## src/rtl/uart_cmd_parser_pkg.sv

```systemverilog
// Shared types and constants for the serial command reader: parser states,
// frame framing constants and the running-checksum helper.
package uart_cmd_pkg;

  typedef enum logic [2:0] {
    HUNT = 3'd0,
    ADDR = 3'd1,
    DHI  = 3'd2,
    DLO  = 3'd3,
    CSUM = 3'd4
  } state_e;

  localparam logic [7:0] SYNC_BYTE_DEF   = 8'hA5;
  localparam int         FRAME_LEN       = 5;
  localparam int         TIMEOUT_CYC_DEF = 3472;
  localparam int         TO_W_DEF        = 12;

  // Checksum is a plain 8-bit sum that wraps modulo 256.
  function automatic logic [7:0] csum_add(input logic [7:0] acc, input logic [7:0] val);
    return acc + val;
  endfunction

endpackage

```

## src/rtl/uart_cmd_parser_byte_fetch.sv

```systemverilog
// Unload handshake toward the UART receiver: one unload strobe per byte,
// data captured the following cycle and presented with a one-cycle valid.
module uart_byte_fetch (
  input  logic       rxclk,
  input  logic       reset,
  input  logic       rx_empty,
  input  logic [7:0] rx_data,
  output logic       uld_rx_data,
  output logic [7:0] rx_byte,
  output logic       byte_vld
);

  logic       pend_q;
  logic       vld_q;
  logic [7:0] byte_q;
  logic [7:0] byte_d;

  // The cycle after an unload is blocked so the UART can refresh rx_empty.
  assign uld_rx_data = ~rx_empty & ~pend_q;

  always_comb begin
    byte_d = byte_q;
    if (pend_q) begin
      byte_d = rx_data;
    end
  end

  always_ff @(posedge rxclk or posedge reset) begin
    if (reset) begin
      pend_q <= 1'b0;
      vld_q  <= 1'b0;
      byte_q <= 8'h00;
    end else begin
      pend_q <= uld_rx_data;
      vld_q  <= pend_q;
      byte_q <= byte_d;
    end
  end

  assign rx_byte  = byte_q;
  assign byte_vld = vld_q;

endmodule

```

## src/rtl/uart_cmd_parser.sv

```systemverilog
// Serial command reader: pulls bytes from the UART, parses SYNC/ADDR/DHI/DLO/CSUM
// frames and issues single-cycle write or read-request strobes to the register bank.
module uart_cmd_parser
  import uart_cmd_pkg::*;
#(
  parameter logic [7:0] SYNC_BYTE   = SYNC_BYTE_DEF,
  parameter int         TIMEOUT_CYC = TIMEOUT_CYC_DEF,
  parameter int         TO_W        = TO_W_DEF
) (
  input  logic        reset,
  input  logic        rxclk,
  input  logic        rx_empty,
  input  logic [7:0]  rx_data,
  output logic        uld_rx_data,
  output logic        cmd_wr,
  output logic        cmd_rd,
  output logic [6:0]  cmd_addr,
  output logic [15:0] cmd_data,
  output logic        busy,
  output logic [7:0]  err_cnt,
  input  logic        err_clr
);

  logic [7:0]    rx_byte;
  logic          byte_vld;

  state_e        state_q, state_d;
  logic [7:0]    csum_q, csum_d;
  logic [7:0]    addr_q, addr_d;
  logic [7:0]    dhi_q, dhi_d;
  logic [7:0]    dlo_q, dlo_d;
  logic [TO_W-1:0] to_q, to_d;
  logic [7:0]    err_q, err_d;
  logic          wr_q, wr_d;
  logic          rd_q, rd_d;
  logic [6:0]    caddr_q, caddr_d;
  logic [15:0]   cdata_q, cdata_d;

  logic          to_expire;
  logic          frame_good;
  logic          frame_bad;

  uart_byte_fetch u_fetch (
    .rxclk       (rxclk),
    .reset       (reset),
    .rx_empty    (rx_empty),
    .rx_data     (rx_data),
    .uld_rx_data (uld_rx_data),
    .rx_byte     (rx_byte),
    .byte_vld    (byte_vld)
  );

  // A byte arriving on the last allowed cycle wins over the timeout.
  assign to_expire = (state_q != HUNT) && !byte_vld &&
                     (to_q == TO_W'(TIMEOUT_CYC - 1));

  always_ff @(posedge rxclk or posedge reset) begin
    if (reset) begin
      state_q <= HUNT;
    end else begin
      state_q <= state_d;
    end
  end

  always_comb begin
    state_d = state_q;
    if (byte_vld) begin
      case (state_q)
        HUNT:    state_d = (rx_byte == SYNC_BYTE) ? ADDR : HUNT;
        ADDR:    state_d = DHI;
        DHI:     state_d = DLO;
        DLO:     state_d = CSUM;
        CSUM:    state_d = HUNT;
        default: state_d = HUNT;
      endcase
    end else if (to_expire) begin
      state_d = HUNT;
    end
  end

  always_comb begin
    busy       = (state_q != HUNT);
    frame_good = byte_vld && (state_q == CSUM) && (rx_byte == csum_q);
    frame_bad  = (byte_vld && (state_q == CSUM) && (rx_byte != csum_q)) || to_expire;
  end

  always_comb begin
    csum_d = csum_q;
    addr_d = addr_q;
    dhi_d  = dhi_q;
    dlo_d  = dlo_q;
    if (byte_vld) begin
      case (state_q)
        HUNT: begin
          if (rx_byte == SYNC_BYTE) begin
            csum_d = 8'h00;
          end
        end
        ADDR: begin
          addr_d = rx_byte;
          csum_d = rx_byte;
        end
        DHI: begin
          dhi_d  = rx_byte;
          csum_d = csum_add(csum_q, rx_byte);
        end
        DLO: begin
          dlo_d  = rx_byte;
          csum_d = csum_add(csum_q, rx_byte);
        end
        default: begin
        end
      endcase
    end
  end

  // The frame timer only runs inside a frame and restarts on every byte.
  always_comb begin
    if ((state_q == HUNT) || byte_vld || to_expire) begin
      to_d = '0;
    end else begin
      to_d = to_q + TO_W'(1);
    end
  end

  always_comb begin
    wr_d    = frame_good & ~addr_q[7];
    rd_d    = frame_good &  addr_q[7];
    caddr_d = frame_good ? addr_q[6:0] : caddr_q;
    cdata_d = frame_good ? {dhi_q, dlo_q} : cdata_q;
  end

  // Clearing wins over a same-cycle error; the count sticks at its maximum.
  always_comb begin
    err_d = err_q;
    if (err_clr) begin
      err_d = 8'h00;
    end else if (frame_bad && (err_q != 8'hFF)) begin
      err_d = err_q + 8'h01;
    end
  end

  always_ff @(posedge rxclk or posedge reset) begin
    if (reset) begin
      csum_q  <= 8'h00;
      addr_q  <= 8'h00;
      dhi_q   <= 8'h00;
      dlo_q   <= 8'h00;
      to_q    <= '0;
      err_q   <= 8'h00;
      wr_q    <= 1'b0;
      rd_q    <= 1'b0;
      caddr_q <= 7'h00;
      cdata_q <= 16'h0000;
    end else begin
      csum_q  <= csum_d;
      addr_q  <= addr_d;
      dhi_q   <= dhi_d;
      dlo_q   <= dlo_d;
      to_q    <= to_d;
      err_q   <= err_d;
      wr_q    <= wr_d;
      rd_q    <= rd_d;
      caddr_q <= caddr_d;
      cdata_q <= cdata_d;
    end
  end

  assign cmd_wr   = wr_q;
  assign cmd_rd   = rd_q;
  assign cmd_addr = caddr_q;
  assign cmd_data = cdata_q;
  assign err_cnt  = err_q;

endmodule

```

## config.mk

```make
export PLATFORM = sky130hd
export DESIGN_NAME = uart_cmd_parser
export DESIGN_NICKNAME = d
export VERILOG_FILES = /design/src/rtl/uart_cmd_parser_pkg.sv /design/src/rtl/uart_cmd_parser_byte_fetch.sv /design/src/rtl/uart_cmd_parser.sv
export SDC_FILE = /design/constraint.sdc
export NUM_CORES = 1
export LEC_CHECK = 0
export ABC_AREA = 1
export CAP_MARGIN = 20
export CORE_MARGIN = 2
export CORE_UTILIZATION = 40
export CTS_CLUSTER_SIZE = 12
export DETAILED_ROUTE_END_ITERATION = 8
export PLACE_DENSITY = 0.6
export REMOVE_ABC_BUFFERS = 1
export SYNTH_ARGS = -nofsm -noshare
export SYNTH_HDL_FRONTEND = slang
export SYNTH_SLANG_ARGS = --single-unit
```

## constraint.sdc

```tcl
create_clock -name rxclk -period 8.5 [get_ports rxclk]
set_input_delay 2.125 -clock rxclk [delete_from_list [all_inputs] [get_ports rxclk]]
set_output_delay 2.125 -clock rxclk [all_outputs]
set_load 0.02 [all_outputs]
```

---- Word-level counts from Yosys, hierarchy flattened ----
Index checks and enable logic that the tools add are counted.
storage, ports and cells
  logic and storage cells ................. 62
  register bits after elaboration ......... 90
operators by class
  mux-type cells .......................... 9
  reductions and logical operators ........ 20
  equal/unequal tests ..................... 10
  bitwise operators ....................... 6
  add/sub/neg operators ................... 3
operator list
  cell                                            number
  two-way mux 8 bit                               3
  case mux 8 bit (3 select lines)                 1
  adder 12 x 1 -> 12 bit (second input constant)  1
  == test 12 bit (second input constant)          1
  two-way mux 12 bit                              1
  case mux 3 bit (4 select lines)                 1
  adder 8 x 1 -> 8 bit (second input constant)    1
  adder 8 bit                                     1
  == test 8 bit                                   1
  == test 8 bit (second input constant)           1
  != test 8 bit                                   1
  != test 8 bit (second input constant)           1
  == test 3 x 2 -> 1 bit (second input constant)  2
  logical AND 1 bit                               6
  two-way mux 3 bit                               2
  AND reduction 2 bit                             3
  nonzero test 3 bit                              2
  nonzero test 2 bit                              2
  bitwise AND 1 bit                               3
  == test 3 x 1 -> 1 bit (second input constant)  1
  == test 3 bit (second input constant)           1
  zero test 3 bit                                 1
  logical OR 1 bit                                3
  inverter 1 bit                                  3
  5 further kinds                                 5

---- Depth between registers and ports, before layout ----
Gate-level depths: netlist (run 1).
  depth after elaboration ................. 7
  mapped depth ............................ 11
  mapped depth without buffers ............ 11

---- Hierarchy ----
A second synthesis (run 1) with hierarchy kept.
second synthesis, totals
  cells, all modules ...................... 509
  area total of the unflattened synthesis .. 4219.0 um^2
by module, submodules not included
  module           area each (um^2)  sequential area each (um^2)  instances  cells an instance
  uart_cmd_parser  3856.2            2001.9                       1          471
  uart_byte_fetch  362.8             250.2                        1          38

---- Worst setup path after synthesis (run 1) ----
Ideal clock, no wire load.
  path type ............................... input port to output port
  start ................................... in rx_empty
  end ..................................... out uld_rx_data
  data required time ...................... 6.375 ns
  path buffers ............................ 0
  slack ................................... 3.946 ns
  cell stages on the path ................. 1
  data arrival time ....................... 2.429 ns
  cells stage by stage .................... nor2_1
between the ends
  cells in the longest elaborated chain, start to end .. 2
RTL lines
  element             RTL line                          source
  start: declaration  uart_cmd_parser.sv:12             input logic rx_empty,
  inverter 1 bit      uart_cmd_parser_byte_fetch.sv:19  assign uld_rx_data = ~rx_empty & ~pend_q;
  bitwise AND 1 bit   uart_cmd_parser_byte_fetch.sv:19
  end: declaration    uart_cmd_parser.sv:14             output logic uld_rx_data,
No other way between the ends.

---- Worst setup path after layout (run 1) ----
Same ends and word-level chain as after synthesis.

==> flow_metrics.tcl, run 1 <==
set metrics [dict create \
    intPower_uw 751 \
    final-setup-viol-count 0 \
    floorplan.initialDensity 0.409 \
    syn_area_um2 4200 \
    avgSynthCellArea_um2 8.39 \
    antenna_cells 0 \
    powerDensity_nw_per_um2 232 \
    htreeDepth 3 \
    io_pins 47 \
    cts.clk_slew.worst_paths_ns 0.09 \
    place_area_um2 4780 \
    wire_per_inst_um 12.5 \
    nNetsFinal 571 \
    finalCritPeriodShare 0.633 \
    clockRootBuffer "clkbuf_8" \
    coreArea_um2 10300 \
    synth_cell_types 31 \
    cp-start-kind "primary input" \
    first_global_vias 3103 \
    p_sw_uw 406 \
    power.total_uw 1160 \
    cp_data_required_time_ns 6.38 \
    vdd_drop_max_mv 0.0839 \
    antenna_left 0 \
    layout-drive-gt1-share 0.0650 \
    critPathCaptureType "output pin" \
    fmax_mhz 186 \
    p_comb_frac 0.265 \
    hp-class "register to register" \
    p_clk_frac 0.267 \
    synth_seq_area_share 0.536 \
    p_sw_frac 0.351 \
    grt-ovfl-total 0 \
    fin_tns_setup_ns 0 \
    grt_max_degree 62 \
    slew-limit-headroom 0.495 \
    first_pass_iters 4 \
    synth-async-reset-ratio 1.00 \
    final.min_clock_period_ns 5.38 \
    rr_endpoint "err_cnt[6]$_DFFE_PP0P_" \
    synth_top_cell_area_share 0.536 \
    rr_worst_depth 8 \
    finalWorstSetupSlack_ns 3.12 \
    synth_edf_count 0 \
    skew_ns 0.0120 \
    rows 37 \
    via_count 3316 \
    dp_worst_setup_slack_ns 3.11 \
    crit_fanout 2 \
    clockBufferDepth 2 \
    antenna_found_initial 0 \
    cts_sinks 90 \
    finalWirelength_um 8610 \
    synth_area_leader_cell "dfrtp_1" \
    hold_violations 0 \
    dieArea_um2 11300 \
    dp_hpwl_um 5980 \
    crit_start "rx_empty" \
    netlist_top_cells_count "nand2_1, dfrtp_1, inv_1" \
    grtUsageTotal 0.167 \
    critPathKind "primary input to output pin" \
    slew_viol_final 0 \
    port_buffers 46 \
    rsz0062_at_grt "no" \
    syn2layout_area_growth_pct 18.8 \
    endpoint "uld_rx_data" \
    drc_errors 0 \
    cts_buffers 9 \
    drtIter0Drc 218 \
    hold_buffers 0 \
    vias_per_cell 4.81 \
    critPathArrivalTime_ns 3.26 \
    grt_pass1_wl_um 14900 \
    yosysWarnings 0 \
    gp_congestion 0.832 \
    die_y_um 107 \
    post_cts_buffers 0 \
    synth_ff_type "dfrtp_1" \
    tightestPinTransition_ns 0.758 \
    synth.area.top_cells "dfrtp_1, nand2_1, inv_1" \
    synth_cells 501 \
    r2r_slack_ns 6.51 \
    synth-seq-cells 90 \
    drv_cap 0 \
    clock_latency_ns 0.37 \
    design_area_um2 4990 \
    r2r-start "u_fetch.rx_byte[4]$_DFFE_PP0P_" \
    cts_tree "yes" \
    power_frac_seq 0.469 \
    ctsResizeCount 0 \
    fillers 1030 \
    chipWidth_um 107 \
    p_leak_uw 0.00242 \
    fin_util 0.486 \
    yosysMostFrequentCell "nand2_1" \
    status "finished, final reports clean" \
]
==> metrics by stage <==
| step | hold WS, ns | std cells |
|---|---|---|
| 6_report | 0.431 | 690 |
| 5_1_grt | 0.458 | 690 |
| 4_1_cts | 0.434 | 690 |
| 3_5_place_dp | 0.418 | 674 |
| 3_3_place_gp | 0.422 | 674 |
| 2_1_floorplan | 0.403 | 490 |
==> area by class of cell <==
| type | instances | area (um2) | area share |
|---|---|---|---|
| clock buffers | 10 | 138 | 0.0276 |
| clock inverters | 6 | 73.8 | 0.0148 |
| inverters | 73 | 275 | 0.0552 |
| multi-input cells | 327 | 1610 | 0.322 |
| flip-flops and latches | 90 | 2250 | 0.451 |
| well taps | 136 | 170 | 0.0341 |
| repair buffers | 48 | 475 | 0.0953 |
==> logic make-up (layout without fill, tap and decap cells) <==
group                      count (synthesis)  after routing  share of synthesized area
xor gates and xnor gates                   9              9                     0.0188
and+or+nand+nor                          227            227                      0.230
adders and majority gates                 10             10                     0.0316
DFF                                       90             90                      0.536
buffers and inverters                     84            137                     0.0819
AOI/OAI and AO/OA                         81             81                      0.102
==> sequential cells by signal, indices dropped and copies added, names as in the netlist, 3 cells and up <==
| register | cells |
|---|---|
| to_q | 12 |
| dlo_q | 8 |
| dhi_q | 8 |
| addr_q | 8 |
| csum_q | 8 |
| state_q | 3 |
| err_cnt | 8 |
| cmd_data | 16 |
| u_fetch.rx_byte | 8 |
| cmd_addr | 7 |
==> critical path: stages <==
cell             delay (ns)
clkdlybuf4s50_1        0.39
nor2_1                 0.12
clkdlybuf4s50_1        0.62
==> cell usage in the layout, fill, tap and decap left out, types with 3 or more instances in the layout <==
cell type        count
o21ai_2              4
inv_1               69
clkinv_4             3
o22ai_1              3
clkdlybuf4s50_1     46
nand4_1             11
clkbuf_8            10
o21ai_1             20
nor2_1              42
o21ai_0             39
nand2_1            129
nand3_1             26
inv_2                3
a21oi_1             13
ha_1                 9
xor2_1               8
nand2_2              5
nor3_1               6
dfrtp_1             90
==> layer usage <==
layer  vias to the layer above  share of wire  global-route usage  wire length, um
met1                      1554           0.48               0.239             4110
met4                         0          0.015              0.0816              126
met5                         -              0                   0                0
met3                         6          0.047              0.0227              404
li1                       1687              -                   -                -
met2                        69           0.46               0.250             3980
==> power by group through the flow <==
stage,Combinational [uW],Sequential [uW],Clock (uW)
after global routing,358,552,335
after global placement,298,548,0
after detailed placement,307,549,0
final,306,542,309
after floorplan,229,539,0
after CTS,308,542,317
==> worst min path at each step <==
stage,start,end,depth (start not counted)
after CTS,addr_q[7]$_DFFE_PP0P_,cmd_wr$_DFF_PP0_,1
after floorplan,addr_q[7]$_DFFE_PP0P_,cmd_wr$_DFF_PP0_,1
after global placement,addr_q[7]$_DFFE_PP0P_,cmd_wr$_DFF_PP0_,1
after detailed placement,addr_q[7]$_DFFE_PP0P_,cmd_wr$_DFF_PP0_,1
final,addr_q[7]$_DFFE_PP0P_,cmd_wr$_DFF_PP0_,1
after global routing,addr_q[7]$_DFFE_PP0P_,cmd_wr$_DFF_PP0_,1
No activity file was read; power rests on OpenSTA's default activity.
==> run 2: changes to the inputs <==
--- a/config.mk
+++ b/config.mk
@@ -11,7 +11,7 @@
 export CORE_UTILIZATION = 40
 export CTS_CLUSTER_SIZE = 12
 export DETAILED_ROUTE_END_ITERATION = 8
-export PLACE_DENSITY = 0.6
+export PLACE_DENSITY = 0.62
 export REMOVE_ABC_BUFFERS = 1
 export SYNTH_ARGS = -nofsm -noshare
 export SYNTH_HDL_FRONTEND = slang
==> constraint.sdc (replaced) <==
create_clock -name rxclk -period 4.59 [get_ports rxclk]
set_input_delay 1.1475 -clock rxclk [delete_from_list [all_inputs] [get_ports rxclk]]
set_output_delay 1.1475 -clock rxclk [all_outputs]
set_load 0.02 [all_outputs]
==> flow_metrics.tcl, run 2 (synthesized netlist as in run 1, its figures left out) <==
set metrics [dict create \
    p_clk_frac 0.279 \
    critPathKind "primary input to output pin" \
    design_area_um2 5020 \
    first_pass_iters 4 \
    vias_per_cell 4.74 \
    slowest_stage "clkdlybuf4s50_1" \
    fin_util 0.489 \
    clock_latency_ns 0.36 \
    critPathArrivalTime_ns 2.29 \
    final.min_clock_period_ns 3.44 \
    critPathCaptureType "output pin" \
    status "finished, final reports clean" \
    powerDensity_nw_per_um2 434 \
    tightestPinTransition_ns 0.914 \
    nNetsFinal 571 \
    rows 37 \
    finalCritPeriodShare 0.750 \
    syn2layout_area_growth_pct 19.5 \
    clockBufferDepth 2 \
    stdcell_count 690 \
    intPower_uw 1460 \
    fillers 1020 \
    cts_tree "yes" \
    rsz0062_at_grt "no" \
    finalWirelength_um 8480 \
    final-setup-viol-count 0 \
    dieArea_um2 11300 \
    p_leak_uw 0.00243 \
    htreeDepth 3 \
    cp_data_required_time_ns 3.44 \
    mostFrequentLayoutCells "nand2_1, dfrtp_1, inv_1" \
    io_pins 47 \
    slew_viol_final 0 \
    cp-start-kind "primary input" \
    grt_max_degree 54 \
    hp-class "register to register" \
    power_frac_seq 0.461 \
    fin_tns_setup_ns 0 \
    largest_register_ffs 16 \
    chipWidth_um 107 \
    multi_input_area_um2 1610 \
    min_delay_path_depth 1 \
    grt-ovfl-total 0 \
    slew-limit-headroom 0.390 \
    vdd_drop_max_mv 0.144 \
    clockRootBuffer "clkbuf_8" \
    coreArea_um2 10300 \
    post_cts_buffers 0 \
    die_y_um 107 \
    ctsResizeCount 0 \
    drtIter0Drc 172 \
    place_area_um2 4790 \
    cts_buffers 9 \
    antenna_cells 0 \
    final_common_cell "nand2_1" \
    p_sw_uw 723 \
    wire_per_inst_um 12.3 \
    via_count 3268 \
    floorplan.initialDensity 0.409 \
    dp_hpwl_um 5940 \
    grt_pass1_wl_um 14900 \
    cts_sinks 90 \
    drc_errors 0 \
    port_buffers 46 \
    cp_cell_sequence "clkdlybuf4s50_1 > nor2_1 > clkdlybuf4s50_1" \
    rr_worst_depth 8 \
    crit_top_cell "clkdlybuf4s50_1" \
    drv_cap 0 \
    seqCellArea_um2 2250 \
    hold_buffers 0 \
    gp_congestion 0.908 \
    antenna_found_initial 0 \
    layout-drive-gt1-share 0.0632 \
    antenna_left 0 \
    slowest_delay_ns 0.63 \
    skew_ns 0.00873 \
    p_comb_frac 0.260 \
    crit_fanout 2 \
    grtUsageTotal 0.166 \
    hold_violations 0 \
    dp_cells 674 \
    r2r_slack_ns 2.63 \
    fmax_mhz 291 \
    cts.clk_slew.worst_paths_ns 0.08 \
    p_sw_frac 0.332 \
    first_global_vias 3244 \
]
[run 2: final cells by class]
class                      instances  area share
tap                              136      0.0339
timing repair buffer              48      0.0972
clock buffer                      12      0.0309
sequential                        90       0.449
clock inverter                     4      0.0147
inverter                          73      0.0548
multi-input combinational        327       0.320
[run 2: through the flow]
stage	power, uW	setup WS [ns]	hold slack [ns]
3_5_place_dp	1590	1.16	0.417
4_1_cts	2200	1.14	0.429
5_1_grt	2350	1.09	0.459
6_report	2180	1.15	0.427
2_1_floorplan	1420	1.11	0.403
3_3_place_gp	1570	1.16	0.418
[run 2: metal layers]
| layer | share of wire | global-route usage |
|---|---|---|
| met5 | 0 | 0 |
| met4 | 0.019 | 0.0714 |
| met3 | 0.028 | 0.0227 |
| met2 | 0.47 | 0.270 |
| met1 | 0.49 | 0.222 |
[run 2: final timing paths]
kind / from / end
worst max-delay path: rx_empty / uld_rx_data
worst min-delay path: addr_q[7]$_DFFE_PP0P_ / cmd_wr$_DFF_PP0_
worst max register to register: u_fetch.rx_byte[4]$_DFFE_PP0P_ / err_cnt[4]$_DFFE_PP0P_
worst min register to register: addr_q[7]$_DFFE_PP0P_ / cmd_wr$_DFF_PP0_
max in group asynchronous: reset / csum_q[7]$_DFFE_PP0P_
min in group asynchronous: reset / u_fetch.pend_q$_DFF_PP0_
[run 2: power groups by stage]
| stage | logic (uW) | registers, uW | clock network [uW] |
|---|---|---|---|
| after floorplan | 424 | 998 | 0 |
| after global placement | 551 | 1010 | 0 |
| after CTS | 572 | 1000 | 624 |
| after global routing | 671 | 1020 | 656 |
| after detailed placement | 569 | 1020 | 0 |
| final | 567 | 1000 | 608 |
[run 2: worst max-delay path: cells and delay by family]
| kind | cells | cell delay (ns) |
|---|---|---|
| and+or+nand+nor | 1 | 0.12 |
| buffers and inverters | 2 | 1.03 |
